==> src/rtl/peripheral_bus.sv <==
// peripheral_bus: memory-mapped timer, systick, LED, 7-seg and switch block.
// Bus: Address/Write_data/MemRead/MemWrite in, Read_data out; IRQ from timer.
module peripheral_bus #(
  parameter int unsigned TIMER_DIV = 1
) (
  input  logic        clk,
  input  logic        reset,
  input  logic [31:0] Address,
  input  logic [31:0] Write_data,
  input  logic        MemRead,
  input  logic        MemWrite,
  output logic [31:0] Read_data,
  input  logic [7:0]  switch,
  output logic [7:0]  leds,
  output logic [11:0] digi,
  output logic        IRQ
);

  localparam logic [15:0] DIV_LAST = 16'(TIMER_DIV - 1);

  localparam logic [7:0] A_TH   = 8'h00;
  localparam logic [7:0] A_TL   = 8'h04;
  localparam logic [7:0] A_TCON = 8'h08;
  localparam logic [7:0] A_LED  = 8'h0C;
  localparam logic [7:0] A_SW   = 8'h10;
  localparam logic [7:0] A_DIGI = 8'h14;
  localparam logic [7:0] A_TICK = 8'h18;

  logic [31:0] th_q, th_d;
  logic [31:0] tl_q, tl_d;
  logic [2:0]  tcon_q, tcon_d;
  logic [7:0]  led_q, led_d;
  logic [11:0] digi_q, digi_d;
  logic [31:0] systick_q, systick_d;
  logic [15:0] div_q, div_d;

  logic        sel;
  logic        wr;
  logic        tick;
  logic [31:0] rdata;

  assign sel  = (Address[31:8] == 24'h40_0000);
  assign wr   = MemWrite & sel;
  assign tick = tcon_q[0] & (div_q == DIV_LAST);

  always_comb begin
    th_d      = th_q;
    tl_d      = tl_q;
    tcon_d    = tcon_q;
    led_d     = led_q;
    digi_d    = digi_q;
    div_d     = div_q;
    systick_d = systick_q + 32'd1;

    // Disabled timer freezes TL, status and the prescaler.
    if (tcon_q[0]) begin
      div_d = tick ? 16'd0 : div_q + 16'd1;
      if (tick) begin
        if (&tl_q) begin
          tl_d = th_q;
          if (tcon_q[1]) tcon_d[2] = 1'b1;
        end else begin
          tl_d = tl_q + 32'd1;
        end
      end
    end

    // CPU writes land after the timer update so they take priority.
    if (wr) begin
      case (Address[7:0])
        A_TH:    th_d   = Write_data;
        A_TL:    tl_d   = Write_data;
        A_TCON:  tcon_d = Write_data[2:0];
        A_LED:   led_d  = Write_data[7:0];
        A_DIGI:  digi_d = Write_data[11:0];
        default: ;
      endcase
    end
  end

  always_ff @(posedge clk or negedge reset) begin
    if (!reset) begin
      th_q      <= '0;
      tl_q      <= '0;
      tcon_q    <= '0;
      led_q     <= '0;
      digi_q    <= '0;
      systick_q <= '0;
      div_q     <= '0;
    end else begin
      th_q      <= th_d;
      tl_q      <= tl_d;
      tcon_q    <= tcon_d;
      led_q     <= led_d;
      digi_q    <= digi_d;
      systick_q <= systick_d;
      div_q     <= div_d;
    end
  end

  always_comb begin
    rdata = '0;
    if (MemRead && sel) begin
      case (Address[7:0])
        A_TH:    rdata = th_q;
        A_TL:    rdata = tl_q;
        A_TCON:  rdata = {29'd0, tcon_q};
        A_LED:   rdata = {24'd0, led_q};
        A_SW:    rdata = {24'd0, switch};
        A_DIGI:  rdata = {20'd0, digi_q};
        A_TICK:  rdata = systick_q;
        default: rdata = '0;
      endcase
    end
  end

  assign Read_data = rdata;
  assign leds      = led_q;
  assign digi      = digi_q;
  assign IRQ       = tcon_q[1] & tcon_q[2];

endmodule

==> config.mk <==
export PLATFORM = sky130hd
export DESIGN_NAME = peripheral_bus
export DESIGN_NICKNAME = d
export VERILOG_FILES = /design/src/rtl/peripheral_bus.sv
export SDC_FILE = /design/constraint.sdc
export NUM_CORES = 1
export LEC_CHECK = 0
export ABC_CLOCK_PERIOD_IN_PS = 3500
export CAP_MARGIN = 20
export CORE_MARGIN = 5
export CORE_UTILIZATION = 40
export CTS_CLUSTER_DIAMETER = 150
export DETAILED_ROUTE_END_ITERATION = 8
export PLACE_DENSITY = 0.64
export REMOVE_ABC_BUFFERS = 1
export SKIP_LAST_GASP = 1
export SLEW_MARGIN = 10
export SYNTH_ARGS = -nofsm -noshare
export SYNTH_HDL_FRONTEND = slang
export SYNTH_SLANG_ARGS = --single-unit
==> constraint.sdc <==
create_clock -name clk -period 3.5 [get_ports clk]
set_clock_uncertainty 0.2 [all_clocks]
set_input_delay 0.525 -clock clk [delete_from_list [all_inputs] [get_ports clk]]
set_output_delay 0.525 -clock clk [all_outputs]
set_load 0.05 [all_outputs]
==> impl_metrics.ini, run 1 <==
[cts]
cts_buffer_depth = 2
clkSinkCount = 135
tritoncts = built
cts_setup_buffers = 0
cts-htree-levels = 4
numCtsBuffers = 17
clkTransAtPathRegs_ns = 0.06
root_buffer = clkbuf_16
clkLatencyLatePin_ns = 0.42

[grt]
track_usage_pct = 20.88
grt_remaining_overflow = 0
grt_pass1_wl_um = 36170
antenna_found_initial = 0
grt_pass1_vias = 6684
grt_max_degree = 50

[yosys]
synth_compound_area_share_pct = 13.73
syn_area_per_cell_um2 = 10.14
synth_edf_count = 0
ys.flop_type = dfrtp_1
synth_top_area_cell = dfrtp_1
synthTopCellsByCount = dfrtp_1, nand2_1, nor2_1, mux2_2, xnor2_1
syn_area_um2 = 7410
async_reset_ff_share_pct = 100.0
ys_warn_count = 0
yosysMostFrequentCell = dfrtp_1
ys_ff_latch = 135
synth_xor_area_share_pct = 6.738
synth_top_family_by_area = simple AND/OR/NAND/NOR gates
synth-simple-area-share_pct = 19.23
synthTopCellsByArea = dfrtp_1, mux2_2, xnor2_1
synth_mux_area_share_pct = 10.49
synth_cells = 731
synth_top_area_share_pct = 45.59
synth.distinct_cells = 62
ys_seq_area_share_pct = 45.59
synthAdderAreaFrac_pct = 0.6754

[cells_and_area]
stdcell_count = 1107
stdcell_area_um2 = 10030
antenna_cells = 0
drive_gt1_share_pct = 19.02
fin_nets = 945
area_delta_synth_final_pct = 35.34

[floorplan]
start_util_pct = 40.97
core-area_um2 = 18090
die-area_um2 = 21350
ios = 129
rows = 49
die_w_um = 146.1
die_y_um = 146.1

[detailed_routing]
routed_via_density = 5.846
wl_per_cell_um = 19.75
drc = 0
vias = 6472
first_pass_iters = 6
dr.first_iter.drc_count = 561
routed_wl_um = 21860
final_antenna_net_count = 0

[placed_design]
hpwl_um = 15320
placed_area_um2 = 9412
place.gp.congestion = 0.8545
place_inst = 1074
port_buffers = 128

[outcome]
outcome = finished clean

[timing]
hold_violations = 0
finalCritPeriodShare_pct = 95.85
setup_viol = 0
rsz0062_at_grt = no
finalMaxSlewViolations = 0
worst_pin_slew_ns = 0.7026
max_freq_mhz = 298.1
post-route-min-period_ns = 3.355
max_slew_margin_pct = 52.99

[worst_setup_path]
cp-end-kind = output port
criticalPathCategory = in2out
cp_max_fo = 9
worstPathArrival_ns = 2.63
start_kind = input port
crit_required_ns = 2.77
worst-r2r-setup-slack_ns = 0.84

[power]
pwr-share-comb_pct = 4.7
power_leakage_nw = 4.113
power_switching_uw = 825.9
intPower_mw = 2.721
power_frac_clock_pct = 51.3
max-vdd-ir-drop_mv = 0.3328
power_density_nw_per_um2 = 353.7
p_sw_share_pct = 23.29
sequentialPowerShare_pct = 44.0

[worst_hold_path]
min_path_type = reg2reg

[flow_run]
max_cap_violations = 0
-- placed cells by master (no fill, tap or decap), drive strengths merged, types with 3 or more instances in the layout --
cell | Yosys | final
clkdlybuf4s50 | 0 | 95
a222oi | 27 | 27
a31oi | 5 | 5
and2 | 9 | 9
dfrtp | 135 | 135
or3 | 3 | 3
mux4 | 3 | 3
o211ai | 11 | 11
mux2 | 55 | 55
a22o | 7 | 7
buf | 26 | 64
mux2i | 9 | 9
nand2 | 72 | 72
nand3 | 39 | 39
xor2 | 7 | 7
ha | 4 | 4
nor4 | 16 | 16
clkbuf | 19 | 17
clkinvlp | 0 | 3
nor3 | 10 | 10
inv | 10 | 15
a22oi | 14 | 14
a21oi | 39 | 39
nor2 | 57 | 57
nand4 | 26 | 26
o31ai | 6 | 6
xnor2 | 50 | 50
o21ai | 13 | 13
nor2b | 3 | 3
clkinv | 0 | 5
and3 | 24 | 24
and4 | 7 | 7
-- power by group through the flow --
stage	registers (mW)	logic, mW	clock network [mW]
finish	1.56	0.168	1.82
global route	1.56	0.182	1.93
CTS	1.56	0.171	1.86
detailed placement	1.59	0.169	0
global placement	1.59	0.170	0
floorplan	1.59	0.0168	0
-- final cells by class --
| class | count | area, µm² |
|---|---|---|
| Clock inverter | 15 | 170.2 |
| Multi-Input combinational cell | 541 | 3797 |
| Timing Repair Buffer | 160 | 1933 |
| Sequential cell | 135 | 3378 |
| Inverter | 10 | 37.54 |
| Clock buffer | 17 | 425.4 |
| Tap cell | 229 | 286.5 |
| Fill cell | 1568 | 8058 |
-- flip-flops by register name, summed over array words and instances, names as in the netlist --
name	flops
leds	8
th_q	32
div_q	16
digi	12
tcon_q	3
systick_q	32
tl_q	32
-- routing by layer --
layer / wire [µm] / vias up / global-route usage [%]
li1: - / 2998 / -
met1: 9505 / 3149 / 28.24
met2: 10210 / 290 / 32.80
met3: 1686 / 35 / 5.578
met4: 459 / 0 / 6.820
met5: 0 / - / 0
-- path summary, 6_finish.rpt --
| check | end | startpoint | cells past startpoint |
|---|---|---|---|
| min in group asynchronous | digi[0] | reset | 2 |
| worst max register to register | tl_q[26] | tcon_q[0] | 6 |
| worst min-delay path | div_q[15] | div_q[15] | 1 |
| worst min register to register | div_q[15] | div_q[15] | 1 |
| max in group asynchronous | systick_q[6] | reset | 3 |
| worst max-delay path | Read_data[8] | Address[1] | 9 |
-- critical path, cell delays in order --
cell and delay, ns:
clkdlybuf4s50_1 0.41, nor4_2 0.31, and2_1 0.23, buf_4 0.17, and3_1 0.22, buf_4 0.20, a22oi_1 0.08, a21oi_1 0.30
buf_12 0.18
-- metrics by stage --
stage               setup TNS [ns]  worst slack (ns)  util [%]  power [mW]  hold WS [ns]
global placement                 0            0.1247     52.04       1.759        0.2654
detailed placement               0            0.1003     52.04       1.759        0.2641
global route                     0           0.01752     55.45       3.671        0.3046
CTS                              0           0.06721     55.39       3.587        0.2765
finish                           0            0.1452     55.45       3.547        0.2684
floorplan                   -68.83            -1.542         -       1.607       0.02941
-- cell families (layout without fill, tap and decap cells) --
logic type               after synthesis  after routing
AO/OA/AOI/OAI                        141            141
flip-flops                           135            135
adder cells (fa/ha/maj)                4              4
buffers and inverters                 55            202
multiplexers                          67             67
XOR/XNOR                              57             57
AND/OR/NAND/NOR                      272            272
-- timing repair --
action / in CTS / in global routing
hold buffers: 1 / 0
gates resized for setup: 0 / 3
endpoints found under the setup margin: 0 / 3
endpoints found under the hold margin: 43 / 0
No activity file was read; power rests on OpenSTA's default activity.
==> run 2, diff against run 1 <==
- CORE_ASPECT_RATIO: unset -> 0.6
==> impl_metrics.ini, run 2 (synthesis results as in run 1) <==
[cts]
cts_setup_buffers = 0
numCtsBuffers = 17
clkLatencyLatePin_ns = 0.42
clkSinkCount = 135
cts_buffer_depth = 2
cts-htree-levels = 4
root_buffer = clkbuf_16
tritoncts = built
clkTransAtPathRegs_ns = 0.06

[detailed_routing]
dr.first_iter.drc_count = 816
vias = 6601
routed_via_density = 5.910
routed_wl_um = 23040
first_pass_iters = 8
drc = 0
final_antenna_net_count = 0
wl_per_cell_um = 20.63

[placed_design]
hpwl_um = 16690
place.gp.congestion = 0.9026
port_buffers = 128
place_inst = 1084

[cells_and_area]
area_delta_synth_final_pct = 35.07
seqCellArea_um2 = 3378
largest_registers = systick_q: 32 flops, th_q: 32 flops, tl_q: 32 flops
multi_input_area_um2 = 3797
final_common_cell = dfrtp_1
antenna_cells = 0
fin_nets = 944
layout_common_cells = dfrtp_1, clkdlybuf4s50_1, nand2_1, nor2_1
drive_gt1_share_pct = 19.04
stdcell_count = 1117
nFillCells = 1585

[worst_setup_path]
r2r_end = tl_q[22]
path_cells = clkdlybuf4s50_1 -> nor4_2 -> and2_2 -> nand2_1 -> nor3_2 -> buf_12 -> a222oi_1 -> nor2_1 -> buf_12
worstPathArrival_ns = 2.66
start_kind = input port
crit_buf_inv = 3
worst-r2r-setup-slack_ns = 0.88
reg2regPathDepth = 7
cp_common_cell = buf_12
cp-end-kind = output port
cp_top_family = simple AND/OR/NAND/NOR gates
crit_required_ns = 2.77
regToRegStartpoint = tl_q[6]
critPathMaxStageDelay_ns = 0.41
crit_path_top_delay_cell = clkdlybuf4s50_1
criticalPathCategory = in2out
cp_max_fo = 29

[floorplan]
rows = 38
ios = 129
die-area_um2 = 21440
start_util_pct = 40.90
core-area_um2 = 18110
die_w_um = 185.7
die_y_um = 115.4

[power]
power_switching_uw = 812.8
power_density_nw_per_um2 = 347.3
pwr-share-comb_pct = 4.8
power_frac_clock_pct = 50.3
power_leakage_nw = 4.103
p_sw_share_pct = 23.39
max-vdd-ir-drop_mv = 0.3308
intPower_mw = 2.663
sequentialPowerShare_pct = 44.9

[flow_run]
max_cap_violations = 0

[timing]
hold_violations = 0
rsz0062_at_grt = no
timing.hold.ws_ns = 0.2791
worst_pin_slew_ns = 0.6668
post-route-min-period_ns = 3.380
setup_tns_ns = 0
finalCritPeriodShare_pct = 96.57
finalMaxSlewViolations = 0
setup_viol = 0
max_freq_mhz = 295.9
max_slew_margin_pct = 55.55

[grt]
grt_max_degree = 68
grt_pass1_wl_um = 36210
grt_pass1_vias = 6389
track_usage_pct = 21.70
grt_remaining_overflow = 0
antenna_found_initial = 1

[worst_hold_path]
holdPathStages = 1
min_from = systick_q[31]
min_path_type = reg2reg
worstHoldEndpoint = systick_q[31]

[outcome]
outcome = finished clean
-- run 2: worst max path at each step --
stage | cells after the start | start | slack [ns] | to
after floorplan | 4 | Address[1] | -1.54 | tl_q[20]
final | 9 | Address[1] | 0.12 | Read_data[12]
after CTS | 7 | Address[2] | 0.03 | Read_data[11]
after global routing | 9 | Address[1] | 0.004 | Read_data[9]
after detailed placement | 9 | Address[1] | 0.06 | Read_data[11]
after global placement | 7 | Address[2] | 0.009 | Read_data[19]
-- run 2: per-layer routing --
layer | vias up | routed length (µm) | GRT usage, %
met1 | 3230 | 11520 | 35.32
met3 | 31 | 2278 | 5.552
met5 | - | 11 | 0
li1 | 2998 | - | -
met4 | 2 | 257 | 4.415
met2 | 340 | 8975 | 28.73
-- run 2: layout make-up --
type | count | area share, %
Tap cell | 240 | 3.000
Sequential cell | 135 | 33.75
Clock inverter | 14 | 1.400
Inverter | 10 | 0.3750
Clock buffer | 18 | 4.388
Timing Repair Buffer | 159 | 19.14
Multi-Input combinational cell | 541 | 37.94
-- run 2: timing repair --
action | CTS | global route
gates resized for setup | 0 | 5
endpoints found under the setup margin | 0 | 29
hold buffers | 1 | 0
hold endpoints to repair | 65 | 0
-- run 2: through the flow --
stage / util (%) / setup slack [ns] / power [mW] / cell area [µm²]
after global placement: 51.92 / 0.008834 / 1.757 / 9405
after floorplan: - / -1.542 / 1.607 / 7184
after detailed placement: 51.92 / 0.05627 / 1.756 / 9405
after global routing: 55.25 / 0.003867 / 3.588 / 10010
after CTS: 55.17 / 0.03321 / 3.501 / 9995
final: 55.25 / 0.1199 / 3.475 / 10010
-- run 2: power groups by stage --
stage / clock network [mW] / logic [mW] / registers, mW
floorplan: 0 / 0.0168 / 1.59
finish: 1.75 / 0.167 / 1.56
global placement: 0 / 0.168 / 1.59
detailed placement: 0 / 0.167 / 1.59
CTS: 1.77 / 0.169 / 1.56
global route: 1.85 / 0.181 / 1.56
==> run 3, diff against run 2 <==
- ABC_CLOCK_PERIOD_IN_PS: 3500 -> 3750
- clock period: 3.5 -> 3.75 ns (I/O delays scaled with it)
==> impl_metrics.ini, run 3 (synthesis results as in run 1) <==
[power]
max-vdd-ir-drop_mv = 0.3122
power_leakage_nw = 4.062
power_density_nw_per_um2 = 327.7

[timing]
setup_tns_ns = 0
post-route-min-period_ns = 3.563
max_freq_mhz = 280.6
timing.hold.ws_ns = 0.2814
max_slew_margin_pct = 55.55
worst_pin_slew_ns = 0.6668
setup_ws_ns = 0.1867
finalCritPeriodShare_pct = 95.02
hold_violations = 0
setup_viol = 0
rsz0062_at_grt = no
finalMaxSlewViolations = 0

[cts]
clkSinkCount = 135
cts_setup_buffers = 0
postCtsHoldBufs = 1
cts-resized-gates = 0
root_buffer = clkbuf_16
clkLatencyLatePin_ns = 0.42
cts-htree-levels = 4
tritoncts = built
cts_buffer_depth = 2
clkTransAtPathRegs_ns = 0.06
numCtsBuffers = 17

[worst_hold_path]
min_path_type = reg2reg
min_from = div_q[15]
worstHoldEndpoint = div_q[15]
holdPathStages = 1

[cells_and_area]
seqCellArea_um2 = 3378
layout_common_cells = dfrtp_1, clkdlybuf4s50_1, nand2_1, nor2_1
final_common_cell = dfrtp_1
area_delta_synth_final_pct = 34.31
fin_nets = 938
drive_gt1_share_pct = 17.91
multi_input_area_um2 = 3786
antenna_cells = 0
largest_registers = systick_q: 32 flops, th_q: 32 flops, tl_q: 32 flops
nFillCells = 1566
stdcell_area_um2 = 9952

[worst_setup_path]
criticalPathCategory = in2out
worst-r2r-setup-slack_ns = 0.85
cp-end-kind = output port
regToRegStartpoint = tl_q[7]
r2r_end = tl_q[30]
worstPathArrival_ns = 2.80
start_kind = input port
reg2regPathDepth = 7
cp_max_fo = 15
crit_required_ns = 2.99

[floorplan]
ios = 129
die-area_um2 = 21440
rows = 38
core-area_um2 = 18110
die_y_um = 115.4
die_w_um = 185.7
start_util_pct = 40.90

[detailed_routing]
routed_wl_um = 22910
dr.first_iter.drc_count = 856
routed_via_density = 5.902
wl_per_cell_um = 20.62
first_pass_iters = 9
final_antenna_net_count = 0
vias = 6557
drc = 0

[grt]
grt_pass1_vias = 6212
grt_max_degree = 70
grt_pass1_wl_um = 36090
grt_remaining_overflow = 0
track_usage_pct = 21.63
antenna_found_initial = 0

[placed_design]
port_buffers = 128
placed_area_um2 = 9360
place.gp.congestion = 0.8717
hpwl_um = 16420
pre_cts_ws_ns = 0.2279

[flow_run]
max_cap_violations = 0

[outcome]
outcome = finished clean
## run 3: cell types whose count changed in the layout (fill, tap and decap cells not counted), moves of 2 or more
cell | previous run | this run
a21oi_1 | 37 | 39
clkinv_2 | 0 | 2
buf_4 | 24 | 18
a21oi_2 | 2 | 0
inv_6 | 5 | 2
## run 3: power by group
part           leakage [nW]  internal (mW)  switching, mW
sequential             1.75           1.46   0.0000000590
clock                 0.273          0.983          0.667
combinational          2.04         0.0832         0.0712
## run 3: layout make-up
cell class,instances,share of cell area [%]
clock buffer,18,4.312
clock inverter,14,1.534
inverter,10,0.3772
multi-input combinational,541,38.04
sequential,135,33.95
tap,240,3.017
timing repair buffer,153,18.77
## run 3: worst max-delay path by stage
stage | cells after the start | slack (ns) | startpoint | end
floorplan | 4 | -1.33 | Address[1] | tl_q[20]
global placement | 7 | 0.12 | Address[3] | Read_data[12]
detailed placement | 7 | 0.23 | Address[3] | Read_data[12]
CTS | 7 | 0.22 | Address[3] | Read_data[13]
global route | 9 | 0.03 | Address[1] | Read_data[16]
finish | 7 | 0.19 | Address[3] | Read_data[12]
## run 3: stage by stage
step | power (mW) | util, % | cells
finish | 3.261 | 54.94 | 1111
global route | 3.371 | 54.94 | 1111
CTS | 3.288 | 54.94 | 1111
detailed placement | 1.638 | 51.67 | 1078
global placement | 1.638 | 51.67 | 1078
floorplan | 1.499 | - | 686
## run 3: per-layer routing
layer | wire length (µm) | GRT usage, % | share of wire [%] | up-vias
met1 | 11510 | 35.40 | 50 | 3206
met3 | 2241 | 5.050 | 9.8 | 20
met2 | 8944 | 28.27 | 39 | 343
met4 | 207 | 5.289 | 0.90 | 0
met5 | 0 | 0 | 0 | -
li1 | - | - | - | 2988
## run 3: worst max-delay path, stage by stage
cell and delay, ns:
clkdlybuf4s50_1 0.81, nor2b_1 0.20, and3_1 0.23, buf_4 0.20, a222oi_1 0.46, nor2_1 0.15, buf_12 0.18
